===== src/rtl/rng_harvest.sv =====
// rng_harvest: XOR-decimates the free-running CA state into words and runs a
// repetition-count health test on each one. Passing words are buffered in a show-ahead FIFO.
module rng_harvest #(
    parameter int unsigned WIDTH     = 32,
    parameter int unsigned DECIM     = 4,
    parameter int unsigned DEPTH     = 4,
    parameter int unsigned WARMUP    = 64,
    parameter int unsigned REP_LIMIT = 3
) (
    input  logic                   clk,
    input  logic                   rst,
    input  logic                   en,
    input  logic [WIDTH-1:0]       ca_state,
    input  logic                   clr_fail,
    output logic [WIDTH-1:0]       rnd_data,
    output logic                   rnd_valid,
    input  logic                   rnd_ready,
    output logic                   health_fail,
    output logic [$clog2(DEPTH):0] level,
    output logic [7:0]             drop_cnt
);
    localparam int unsigned PTR_W = $clog2(DEPTH);
    localparam int unsigned LVL_W = PTR_W + 1;
    localparam int unsigned PH_W  = (DECIM > 1) ? $clog2(DECIM) : 1;
    localparam int unsigned WC_W  = (WARMUP > 1) ? $clog2(WARMUP) : 1;
    localparam int unsigned REP_W = $clog2(REP_LIMIT + 1);

    typedef enum logic [1:0] {S_IDLE, S_WARMUP, S_RUN, S_FAIL} state_t;

    state_t           state, state_nxt;
    logic [WIDTH-1:0] acc, acc_nxt, cand, last;
    logic [PH_W-1:0]  phase, phase_nxt;
    logic [WC_W-1:0]  wcnt, wcnt_nxt;
    logic [REP_W-1:0] rep, rep_nxt;
    logic             last_vld;
    logic             cand_vld, fail_hit, clear_health;

    logic [WIDTH-1:0] mem [DEPTH];
    logic [PTR_W-1:0] rd_ptr, wr_ptr, rd_nxt, wr_nxt;
    logic [LVL_W-1:0] level_nxt;
    logic [WIDTH-1:0] head_nxt;
    logic             full, pop, push, drop;

    // Harvest FSM: warm-up, decimation phase and health-test decision
    always_comb begin
        state_nxt    = state;
        acc_nxt      = acc;
        phase_nxt    = phase;
        wcnt_nxt     = wcnt;
        cand         = acc ^ ca_state;
        cand_vld     = 1'b0;
        fail_hit     = 1'b0;
        clear_health = 1'b0;
        rep_nxt      = (last_vld && (cand == last)) ? rep + REP_W'(1) : REP_W'(1);
        case (state)
            S_IDLE: begin
                acc_nxt   = '0;
                phase_nxt = '0;
                wcnt_nxt  = '0;
                if (en) state_nxt = (WARMUP == 0) ? S_RUN : S_WARMUP;
            end
            S_WARMUP: begin
                if (!en) begin
                    state_nxt = S_IDLE;
                    wcnt_nxt  = '0;
                end else if (32'(wcnt) == WARMUP - 1) begin
                    state_nxt = S_RUN;
                    wcnt_nxt  = '0;
                    acc_nxt   = '0;
                    phase_nxt = '0;
                end else begin
                    wcnt_nxt = wcnt + WC_W'(1);
                end
            end
            S_RUN: begin
                if (!en) begin
                    state_nxt = S_IDLE;
                    acc_nxt   = '0;
                    phase_nxt = '0;
                end else if (32'(phase) == DECIM - 1) begin
                    cand_vld  = 1'b1;
                    acc_nxt   = '0;
                    phase_nxt = '0;
                    if (32'(rep_nxt) == REP_LIMIT) begin
                        fail_hit  = 1'b1;
                        state_nxt = S_FAIL;
                    end
                end else begin
                    acc_nxt   = cand;
                    phase_nxt = phase + PH_W'(1);
                end
            end
            S_FAIL: begin
                acc_nxt   = '0;
                phase_nxt = '0;
                if (clr_fail) begin
                    state_nxt    = S_IDLE;
                    clear_health = 1'b1;
                end
            end
            default: state_nxt = S_IDLE;
        endcase
    end

    // FIFO bookkeeping; a health failure flushes and wins over any pop
    always_comb begin
        full      = (level == LVL_W'(DEPTH));
        pop       = rnd_valid & rnd_ready;
        push      = cand_vld & ~fail_hit & (~full | pop);
        drop      = cand_vld & ~fail_hit & full & ~pop;
        rd_nxt    = rd_ptr + PTR_W'(pop);
        wr_nxt    = wr_ptr + PTR_W'(push);
        level_nxt = level + LVL_W'(push) - LVL_W'(pop);
        head_nxt  = '0;
        if (fail_hit) begin
            rd_nxt    = '0;
            wr_nxt    = '0;
            level_nxt = '0;
        end
        if (level_nxt != '0) head_nxt = (push && (wr_ptr == rd_nxt)) ? cand : mem[rd_nxt];
    end

    always_ff @(posedge clk or negedge rst) begin
        if (!rst) begin
            state <= S_IDLE;
            acc   <= '0;
            phase <= '0;
            wcnt  <= '0;
        end else begin
            state <= state_nxt;
            acc   <= acc_nxt;
            phase <= phase_nxt;
            wcnt  <= wcnt_nxt;
        end
    end

    // Health-test reference; dropped words still update it
    always_ff @(posedge clk or negedge rst) begin
        if (!rst) begin
            last        <= '0;
            last_vld    <= 1'b0;
            rep         <= '0;
            health_fail <= 1'b0;
        end else if (clear_health) begin
            last_vld    <= 1'b0;
            rep         <= '0;
            health_fail <= 1'b0;
        end else if (cand_vld) begin
            last     <= cand;
            last_vld <= 1'b1;
            rep      <= rep_nxt;
            if (fail_hit) health_fail <= 1'b1;
        end
    end

    // Registered FIFO head and status so outputs never glitch
    always_ff @(posedge clk or negedge rst) begin
        if (!rst) begin
            rd_ptr    <= '0;
            wr_ptr    <= '0;
            level     <= '0;
            rnd_valid <= 1'b0;
            rnd_data  <= '0;
            drop_cnt  <= '0;
        end else begin
            rd_ptr    <= rd_nxt;
            wr_ptr    <= wr_nxt;
            level     <= level_nxt;
            rnd_valid <= (level_nxt != '0);
            rnd_data  <= head_nxt;
            if (drop && (drop_cnt != 8'hFF)) drop_cnt <= drop_cnt + 8'd1;
        end
    end

    always_ff @(posedge clk) begin
        if (push) mem[wr_ptr] <= cand;
    end

endmodule


===== config.mk =====
export PLATFORM = sky130hd
export DESIGN_NAME = rng_harvest
export DESIGN_NICKNAME = d
export VERILOG_FILES = /design/src/rtl/rng_harvest.sv
export SDC_FILE = /design/constraint.sdc
export NUM_CORES = 1
export LEC_CHECK = 0
export ABC_AREA = 1
export BUFFER_PORTS_ARGS = -buffer_cell sky130_fd_sc_hd__buf_2
export CORE_ASPECT_RATIO = 0.5
export CORE_UTILIZATION = 33
export CTS_BUF_LIST = sky130_fd_sc_hd__clkbuf_2
export CTS_CLUSTER_SIZE = 20
export DETAILED_ROUTE_END_ITERATION = 8
export MAX_ROUTING_LAYER = met4
export PLACE_DENSITY = 0.49
export SLEW_MARGIN = 20
export SYNTH_ARGS = -nofsm -noshare
export SYNTH_HDL_FRONTEND = slang
export SYNTH_SLANG_ARGS = --single-unit

===== constraint.sdc =====
create_clock -name clk -period 5.9 [get_ports clk]
set_clock_uncertainty 0.05 [all_clocks]
set_input_delay 1.18 -clock clk [delete_from_list [all_inputs] [get_ports clk]]
set_output_delay 1.18 -clock clk [all_outputs]
set_load 0.05 [all_outputs]

==> run_results.csv, run 1 <==
group,metric,value,unit
outcome,run_status,"completed",
cells_and_area,nets,1523,
setup_path,crit_path_start_kind,"register",
setup_path,r2r_cells,24,
detailed_routing,wl_per_cell,15.8,um
cells_and_area,stdcell_area,13500,sq um
cells_and_area,stdcell_count,2006,
synthesis,yosysUniqueCellTypes,37,
global_routing,grt_start_max_net_pins,88,
global_routing,antenna_found_initial,2,
detailed_routing,drc,0,
cts,path_clk_slew,0.12,ns
job,max_cap_violations,0,
timing,postLayoutSetupSlackWorst,1.38,ns
timing,period_share,76.6,%
global_routing,grt.met3_usage,3.46,%
power_and_ir_drop,worst_ir_drop_vdd,0.000224,V
timing,worst_slew_pin_slew,0.913,ns
timing,max_clock_freq,221,MHz
global_routing,busiest_layer,"met2",
placement,dp_cells,1890,
global_routing,grt_use_met1,23.0,%
cts,cts_max_path_buffers,3,
detailed_routing,wl,31.7,mm
setup_path,crit_fanout,18,
detailed_routing,first_pass_iters,5,
global_routing,grt.met2_usage,28.6,%
setup_path,r2r_setup_slack,1.38,ns
cells_and_area,fin_util,38.5,%
detailed_routing,antenna_left,0,
cts,hold_buffers,0,
synthesis,synth.yosys.seq_area_share,58.4,%
setup_path,cp.required,6.66,ns
setup_path,path_class,"register to register",
detailed_routing,drt_iter0_markers,611,
timing,slew_violations,0,
placement,numPortBuffers,81,
cts,cts_buffers,61,
synthesis,syn-num-nets,1409,
placement,gp_congestion,0.775,
setup_path,cp.arrival,5.28,ns
placement,dp_hpwl,19.5,mm
synthesis,synth_commonest_cells,"nand2_1 (336), inv_1 (267), nand3_1 (202)",
synthesis,synth.most_common_cell,"nand2_1",
synthesis,synth_edf_count,128,
timing,relSlewSlack,38.9,%
hold_path,hp-class,"input port to async pin",
die,start_util,34.1,%
synthesis,yosysTopAreaCellShare,32.1,%
global_routing,grt_pass1_wl,49.0,mm
placement,placed_area,12900,sq um
die,fp-row-count,48,
power_and_ir_drop,power_density,492,nW/um^2
timing,rsz0062_at_grt,"false",
die,die_h,137,um
cts,cts_sinks,254,
setup_path,reg2reg_to,"rnd_data[16]",
synthesis,synth_area_per_cell,8.79,sq um
synthesis,synth-seq-cells,254,
synthesis,async_reset_ff_share,49.6,%
timing,setup-tns-final,0,ns
cts,htree_levels,2,
timing,finalSetupViolCount,0,
die,dieArea,37100,sq um
global_routing,grt_pass1_vias,8917,
placement,dp_worst_setup_slack,0.546,ns
timing,whs,0.280,ns
die,fp.dieW,272,um
setup_path,end_kind,"register",
synthesis,synth_area,12000,sq um
synthesis,syn_inst,1364,
cts,clk_latency,0.95,ns
global_routing,grt_overflow_total,0,
power_and_ir_drop,p_leak,6.85,nW
cts,post_cts_buffers,0,
synthesis,synthTopCellsByArea,"edfxtp_1 (32%), dfrtp_1 (26%), nand2_1 (11%)",
cts,cts_resized,0,
setup_path,regToRegStartpoint,"acc[26]",
cells_and_area,drive_above_1_share,15.0,%
detailed_routing,vias,9225,
power_and_ir_drop,finalPower,6.66,mW
synthesis,yosys_warnings,0,
cts,cts_tree,"built",
die,core,35100,sq um
global_routing,grt_usage,17.8,%
die,pin_count,82,
cts,cts-root-buf,"clkbuf_2",
synthesis,ys.flop_type,"edfxtp_1",
cells_and_area,area_growth,12.8,%
timing,finalCriticalPeriod,4.52,ns
synthesis,yosys.area.top_type,"edfxtp_1",
detailed_routing,drt-vias-per-instance,4.60,
timing,timing_hold_violations_final,0,
worst max path at each step:
stage | start | end | slack (ns) | depth (start not counted)
6_report | acc[26] | rnd_data[16] | 1.38 | 24
5_1_grt | acc[26] | rnd_data[16] | 1.00 | 24
4_1_cts | acc[19] | rnd_data[16] | 1.35 | 20
3_5_place_dp | ca_state[15] | rnd_data[16] | 0.55 | 26
3_3_place_gp | ca_state[19] | rnd_data[17] | 0.64 | 21
2_1_floorplan | ca_state[12] | mem[2][0] | 0.98 | 10
worst max-delay path: stages, from the launching register on:
cell	delay [ns]
dfrtp_1	0.40
inv_1	0.11
nand2_1	0.10
nand3_1	0.08
nand2_1	0.06
nor2_1	0.20
nand2_1	0.08
nor2_1	0.09
nand2_1	0.11
nor2_2	0.21
nand3_1	0.18
nand2_1	0.10
nor2_1	0.07
inv_1	0.20
ha_1	0.27
inv_1	0.05
ha_1	0.13
inv_1	0.05
fa_1	0.40
xor2_1	0.16
or2_2	0.32
nand3_2	0.37
buf_4	0.36
nand2_1	0.08
nor2_1	0.12
kinds of logic (layout without fill, tap and decap cells):
family	count (synthesis)	in the layout	share of synthesized area [%]
DFF	254	254	58.4
AOI/OAI and AO/OA	88	88	4.12
and+or+nand+nor	668	668	23.5
other	0	2	0
xor gates and xnor gates	23	23	1.93
buffers and inverters	322	487	11.1
adders and majority gates	8	8	0.898
muxes	1	1	0.0939
placed cells by master (no fill, tap or decap), drive strengths merged, types with 9 or more instances in the layout:
master and instances:
buf 104, clkbuf 96, clkinv 14, dfrtp 126, edfxtp 128, inv 270, nand2 339, nand3 203
nor2 112, o21ai 49, o22ai 26, xnor2 9, xor2 14
report_power, final:
group | switching (mW) | leakage [nW] | internal, mW | total [mW]
clock network | 0.733 | 0.470 | 0.562 | 1.30
registers | 0.176 | 2.69 | 2.26 | 2.44
logic | 2.13 | 3.69 | 0.797 | 2.92
total | 3.04 | 6.85 | 3.62 | 6.66
sequential cells by signal (all words and copies together) (netlist names), 3 cells and up:
register  count
wcnt          6
acc          32
last         32
mem         128
level         3
drop_cnt      8
rnd_data     32
cell type report:
type	instances	area [sq um]
well taps	475	594
multi-input cells	788	3710
fillers	3577	21600
inverters	269	1010
clock inverters	18	148
flip-flops and latches	254	7000
clock buffers	96	480
diodes	2	5.00
repair buffers	104	584
per-layer routing:
| layer | up-vias | share of wire (%) |
|---|---|---|
| met5 | - | 0 |
| met2 | 200 | 47 |
| met1 | 4410 | 47 |
| met4 | 0 | 2.0 |
| met3 | 57 | 4.5 |
| li1 | 4558 | - |
(Power assumes the default switching activity.)
==> run 2, diff against run 1 <==
==> constraint.sdc (replaced) <==
create_clock -name clk -period 4.6 [get_ports clk]
set_clock_uncertainty 0.05 [all_clocks]
set_input_delay 0.92 -clock clk [delete_from_list [all_inputs] [get_ports clk]]
set_output_delay 0.92 -clock clk [all_outputs]
set_load 0.05 [all_outputs]
==> run 2 against run 1 <==
Against the previous run: total power up 27%; critical endpoint is now rnd_data[29]; final cell count up 0.35%; non-clock buffer count up 10; wire length up 3.2%; count of clock-buffer cells in the layout up 1; highest routed layer unchanged; worst hold slack better by 0.041 ns; sequential cell count unchanged; via count up 0.81%; maximum frequency up 18%; combinational power up 31%.
==> run_results.csv, run 2 (synthesis results as in run 1) <==
group,metric,value,unit
die,fp-row-count,48,
setup_path,cp.arrival,4.60,ns
timing,finalCriticalPeriod,3.84,ns
timing,slew_violations,0,
placement,dp_cells,1899,
setup_path,path_class,"register to register",
cts,cts_tree,"built",
timing,rsz0062_at_grt,"false",
global_routing,grt_pass1_wl,50.6,mm
detailed_routing,drt-vias-per-instance,4.62,
timing,relSlewSlack,38.4,%
global_routing,grt_start_max_net_pins,88,
power_and_ir_drop,p_leak,6.87,nW
die,dieArea,37100,sq um
global_routing,antenna_found_initial,1,
setup_path,end_kind,"register",
die,pin_count,82,
cells_and_area,stdcell_count,2013,
setup_path,crit_path_start_kind,"register",
power_and_ir_drop,pwr-share-comb,45.2,%
power_and_ir_drop,p_sw,3.92,mW
timing,max_clock_freq,261,MHz
cts,path_clk_slew,0.12,ns
placement,dp_worst_setup_slack,0.175,ns
job,max_cap_violations,0,
cells_and_area,largest_reg_flops,128,
cells_and_area,area_growth,13.1,%
cts,cts-root-buf,"clkbuf_2",
power_and_ir_drop,finalPower,8.45,mW
global_routing,grt_usage,18.4,%
power_and_ir_drop,p_sw_share,46.4,%
cts,cts_buffers,61,
cells_and_area,drive_above_1_share,15.4,%
outcome,run_status,"completed",
detailed_routing,wl,32.7,mm
detailed_routing,first_pass_iters,5,
die,core,35100,sq um
die,fp.dieW,272,um
global_routing,grt_overflow_total,0,
cts,post_cts_buffers,0,
cells_and_area,nets,1533,
power_and_ir_drop,worst_ir_drop_vdd,0.000287,V
hold_path,hp-class,"input port to register",
cts,clk_latency,0.92,ns
cts,cts_max_path_buffers,3,
die,die_h,137,um
power_and_ir_drop,seq_power_share,37.1,%
die,start_util,34.1,%
placement,gp_congestion,0.817,
power_and_ir_drop,power_density,624,nW/um^2
detailed_routing,drt_iter0_markers,607,
cells_and_area,regMostFlops,"mem",
detailed_routing,antenna_left,0,
setup_path,worst_path_largest_cell_delay,0.40,ns
detailed_routing,vias,9300,
setup_path,cp_cell_sequence,"inv_1, nand2_1, nand3_1, nand2_1, nor2_1, nand2_1, nor2_1, nand2_1, nor2_2, nand3_1, nand2_1, nor2_1, inv_1, ha_1, inv_1, ha_1, inv_1, fa_1, xor2_1, or2_2, nand3_2, buf_4, nand2_1, nor2_1",
timing,postLayoutSetupSlackWorst,0.765,ns
setup_path,crit_fanout,11,
timing,worst_slew_pin_slew,0.921,ns
cts,cts_sinks,254,
cells_and_area,final_common_cell,"nand2_1",
cts,htree_levels,2,
detailed_routing,drc,0,
power_and_ir_drop,pwr-share-clk,17.6,%
cells_and_area,final_cell_mix,"nand2_1 (335), inv_1 (266), nand3_1 (202), edfxtp_1 (128), dfrtp_1 (126)",
detailed_routing,wl_per_cell,16.2,um
global_routing,grt_pass1_vias,9099,
power_and_ir_drop,p_int,4.53,mW
setup_path,cpMaxStageDelayCell,"fa_1",
timing,period_share,83.4,%
setup_path,path_common_cell,"nand2_1",
placement,numPortBuffers,81,
timing,timing_hold_violations_final,0,
timing,finalSetupViolCount,0,
placement,dp_hpwl,19.7,mm
setup_path,cp.required,5.37,ns
[run 2: changes by cell type in the layout (fill, tap and decap cells not counted)]
cell,delta
dlygate4sd3_1,+1
clkinv_2,+1
buf_12,+3
inv_2,-1
diode_2,-1
clkbuf_2,+1
buf_4,+6
bufinv_16,-3
[run 2: worst paths after layout]
kind,cells after the start,slack (ns),endpoint,start
min in group asynchronous,2,0.62,acc[30],rst
worst max-delay path,24,0.76,rnd_data[29],acc[21]
worst min-delay path,4,0.32,acc[22],ca_state[22]
worst max register to register,24,0.76,rnd_data[29],acc[21]
worst min register to register,1,0.45,drop_cnt[5],drop_cnt[5]
max in group asynchronous,3,2.97,acc[17],rst
[run 2: cell type report]
cell class	instances	area [sq um]
timing repair buffer	114	699
clock buffer	97	485
antenna	1	2.50
fill	3589	21600
inverter	269	1010
tap	475	594
sequential	254	7000
multi-input combinational	788	3710
clock inverter	15	58.8
[run 2: repair_timing]
item / in CTS / in global routing
hold buffers: 1 / 0
endpoints found under the hold margin: 15 / 0
gates resized for setup: 0 / 0
[run 2: layer usage]
layer / share of wire [%] / track usage [%] / up-vias
met2: 46 / 29.3 / 229
met4: 2.0 / 5.93 / 0
met3: 4.9 / 3.23 / 58
met1: 47 / 24.1 / 4436
met5: 0 / - / -
li1: - / - / 4577
[run 2: worst max-delay path, delay by kind of cell (launching register included)]
kind	cells	cell delay [ns]
XOR/XNOR	1	0.17
adder cells (fa/ha/maj)	3	0.77
buffers and inverters	5	0.52
flip-flops	1	0.39
AND/OR/NAND/NOR	15	1.83
[run 2: power groups by stage]
| stage | logic, mW | registers [mW] | clock network (mW) |
|---|---|---|---|
| finish | 3.82 | 3.14 | 1.49 |
| global route | 4.24 | 3.18 | 1.67 |
| CTS | 3.86 | 3.14 | 1.55 |
| detailed placement | 3.85 | 3.19 | 0 |
| global placement | 3.77 | 3.18 | 0 |
| floorplan | 2.18 | 3.68 | 0 |
[run 2: per-stage QoR]
step	hold WS, ns	utilization (%)	area, sq um	setup TNS [ns]
final	0.320	38.6	13600	0
after global routing	0.243	38.6	13600	0
after CTS	0.193	38.6	13600	0
after detailed placement	0.428	37.0	13000	0
after global placement	0.418	37.0	13000	0
after floorplan	0.400	-	12000	-8.29
==> run 3, diff against run 2 <==
--- a/config.mk
+++ b/config.mk
@@ -5,7 +5,7 @@
 export SDC_FILE = /design/constraint.sdc
 export NUM_CORES = 1
 export LEC_CHECK = 0
-export ABC_AREA = 1
+export ABC_AREA = 0
 export BUFFER_PORTS_ARGS = -buffer_cell sky130_fd_sc_hd__buf_2
 export CORE_ASPECT_RATIO = 0.5
 export CORE_UTILIZATION = 33
==> constraint.sdc (replaced) <==
create_clock -name clk -period 3.75 [get_ports clk]
set_clock_uncertainty 0.05 [all_clocks]
set_input_delay 0.75 -clock clk [delete_from_list [all_inputs] [get_ports clk]]
set_output_delay 0.75 -clock clk [all_outputs]
set_load 0.05 [all_outputs]
==> run 3 against run 2 <==
Against the previous run: the run now ends with design-rule violations, negative setup slack left; worst hold slack worse by 0.22 ns; global-route usage is 1.4 points lower; first-iteration DRC count is 25% lower; clock power is 17% higher; register-to-register slack worse by 0.69 ns; wire length is 14% lower; total power is 7.2% lower; largest power group is now registers.
==> run_results.csv, run 3 <==
group,metric,value,unit
outcome,run_status,"finished, violations left",
outcome,failed_checks,"design-rule violations, negative setup slack",
setup_path,reg2reg_to,"rnd_data[17]",
die,fp.dieW,261,um
cts,cts_sinks,254,
synthesis,synth_commonest_cells,"edfxtp_1 (128), dfrtp_1 (126), o21ai_0 (109)",
setup_path,crit_path_start_kind,"input port",
power_and_ir_drop,finalPower,7.84,mW
timing,slew_violations,0,
placement,gp_congestion,0.766,
synthesis,synth_area_per_cell,13.0,sq um
hold_path,hold-path-cell-count,3,
global_routing,grt_use_met1,24.3,%
cts,clk_latency,0.90,ns
power_and_ir_drop,p_sw,2.85,mW
synthesis,synth_compound_area_share,9.90,%
power_and_ir_drop,pwr-share-clk,22.3,%
global_routing,busiest_layer,"met2",
synthesis,yosys_warnings,0,
power_and_ir_drop,p_sw_share,36.3,%
setup_path,end_kind,"register",
synthesis,syn-num-nets,896,
cts,cts_buffers,58,
cells_and_area,regMostFlops,"mem",
cells_and_area,final_cell_mix,"edfxtp_1 (128), dfrtp_1 (126), o21ai_0 (109), clkbuf_2 (94), nand2_1 (79)",
timing,postLayoutSetupSlackWorst,-0.0262,ns
synthesis,async_reset_ff_share,49.6,%
power_and_ir_drop,power_density,596,nW/um^2
global_routing,grt.met3_usage,3.47,%
detailed_routing,drc,2,
global_routing,grt_overflow_total,0,
timing,period_share,101,%
synthesis,synth-seq-cells,254,
detailed_routing,first_pass_iters,6,
detailed_routing,drt-vias-per-instance,4.88,
timing,rsz0062_at_grt,"true",
power_and_ir_drop,worst_ir_drop_vdd,0.000285,V
cts,path_clk_slew,0.11,ns
cells_and_area,largest_reg_flops,128,
setup_path,path_class,"input port to register",
cells_and_area,drive_above_1_share,30.3,%
cts,cts-root-buf,"clkbuf_2",
hold_path,holdPathEnd,"acc[13]",
power_and_ir_drop,p_int,4.99,mW
synthesis,synth_top_family_by_area,"compound AO/OA/AOI/OAI gates",
hold_path,worst_hold_startpoint,"ca_state[13]",
global_routing,grt_usage,17.0,%
timing,finalCriticalPeriod,3.78,ns
placement,dp_cells,1391,
setup_path,cp.arrival,4.50,ns
synthesis,synthXorXnorAreaFrac,6.12,%
global_routing,grt.met2_usage,24.6,%
setup_path,crit_fanout,9,
synthesis,synthAdderAreaFrac,0.974,%
timing,max_clock_freq,265,MHz
timing,worst_slew_pin_slew,0.957,ns
synthesis,yosys.area.top_type,"edfxtp_1",
synthesis,synth_area,11000,sq um
timing,timing_hold_violations_final,0,
power_and_ir_drop,p_leak,5.42,nW
placement,dp_hpwl,17.7,mm
synthesis,synth.yosys.seq_area_share,63.3,%
setup_path,r2r_setup_slack,0.07,ns
power_and_ir_drop,seq_power_share,41.6,%
synthesis,synth-simple-area-share,9.67,%
cells_and_area,multi_input_area,3840,sq um
power_and_ir_drop,pwr-share-comb,36.1,%
synthesis,synthTopCellsByArea,"edfxtp_1 (35%), dfrtp_1 (29%), mux4_2 (6.5%)",
detailed_routing,drt_iter0_markers,455,
cells_and_area,n_fill_cell,3073,
die,fp-row-count,46,
job,max_cap_violations,0,
synthesis,syn_inst,851,
hold_path,hp-class,"input port to register",
die,start_util,34.2,%
setup_path,regToRegStartpoint,"acc[15]",
die,pin_count,82,
synthesis,synth_mux_area_share,6.76,%
cells_and_area,seqCellArea,7000,sq um
die,core,32300,sq um
detailed_routing,antenna_left,0,
synthesis,synth_edf_count,128,
timing,relSlewSlack,35.8,%
synthesis,synth.most_common_cell,"edfxtp_1",
setup_path,r2r_cells,17,
cells_and_area,final_common_cell,"edfxtp_1",
cells_and_area,fin_util,40.8,%
timing,finalSetupViolCount,28,
synthesis,ys.flop_type,"edfxtp_1",
cts,post_cts_buffers,0,
detailed_routing,wl,28.2,mm
detailed_routing,vias,7345,
setup_path,cp.required,4.48,ns
cts,cts_max_path_buffers,3,
global_routing,antenna_found_initial,3,
global_routing,grt_pass1_wl,42.9,mm
synthesis,yosysUniqueCellTypes,56,
cells_and_area,nets,1071,
cells_and_area,stdcell_count,1504,
global_routing,grt_start_max_net_pins,69,
detailed_routing,wl_per_cell,18.8,um
cts,htree_levels,2,
timing,setup-tns-final,-0.387,ns
die,dieArea,34300,sq um
die,die_h,131,um
cells_and_area,area_growth,19.1,%
synthesis,yosysTopAreaCellShare,34.8,%
placement,numPortBuffers,81,
global_routing,grt_pass1_vias,7323,
cts,cts_tree,"built",
## run 3: cell families after synthesis
kind of cell               after synthesis
buffers and inverters                   81
and+or+nand+nor                        218
xor gates and xnor gates                66
DFF                                    254
muxes                                   34
adders and majority gates                8
AOI/OAI and AO/OA                      190
## run 3: metal layers
| layer | share of wire (%) | vias to the layer above |
|---|---|---|
| li1 | - | 3449 |
| met1 | 48 | 3698 |
| met2 | 45 | 161 |
| met3 | 5.1 | 37 |
| met4 | 1.5 | 0 |
| met5 | 0 | - |
## run 3: power by group through the flow
stage	clock network, mW	registers [mW]	logic [mW]
after global routing	1.96	3.28	3.02
after CTS	1.83	3.27	2.76
after floorplan	0	3.98	1.29
final	1.75	3.26	2.83
after global placement	0	3.33	2.71
after detailed placement	0	3.33	2.74
## run 3: stage by stage
stage / cell area, sq um / setup WS, ns / hold WS [ns]
after floorplan: 11100 / -0.930 / 0.404
after global routing: 13200 / -0.0750 / 0.0280
after detailed placement: 12400 / -0.545 / 0.435
after CTS: 13000 / 0.0215 / 0.00394
final: 13200 / -0.0262 / 0.0961
after global placement: 12400 / -0.490 / 0.427
## run 3: critical path, stage by stage
cell	delay, ns
dlygate4sd3_1	0.62
xnor2_2	0.18
xnor2_1	0.13
or4_4	0.54
nor4_4	0.26
nand3_2	0.18
nand3_4	0.13
ha_4	0.21
inv_4	0.06
ha_4	0.12
inv_2	0.03
fa_2	0.33
xor2_1	0.16
xnor2_1	0.19
nand3b_1	0.10
and2_4	0.21
clkbuf_16	0.17
a21boi_1	0.12
## run 3: worst max path at each step
| stage | start | to | slack (ns) |
|---|---|---|---|
| after floorplan | ca_state[12] | mem[2][0] | -0.93 |
| after global placement | ca_state[9] | rnd_data[20] | -0.49 |
| after detailed placement | ca_state[9] | rnd_data[18] | -0.55 |
| after CTS | acc[6] | rnd_data[0] | 0.02 |
| after global routing | acc[11] | rnd_data[4] | -0.07 |
| final | ca_state[11] | rnd_data[17] | -0.03 |
## run 3: what timing repair did
action | CTS | global route
endpoints found under the setup margin | 3 | 33
hold endpoints to repair | 64 | 0
hold buffers | 7 | 0
gates cloned | 0 | 2
gates resized for setup | 0 | 15
pin swaps | 1 | 7
## run 3: cell type report
class | count | area share, %
Tap cell | 432 | 4.11
Antenna cell | 3 | 0.0570
Sequential cell | 254 | 53.2
Inverter | 37 | 1.07
Multi-Input combinational cell | 516 | 29.2
Timing Repair Buffer | 159 | 8.49
Clock buffer | 94 | 3.57
Clock inverter | 9 | 0.333
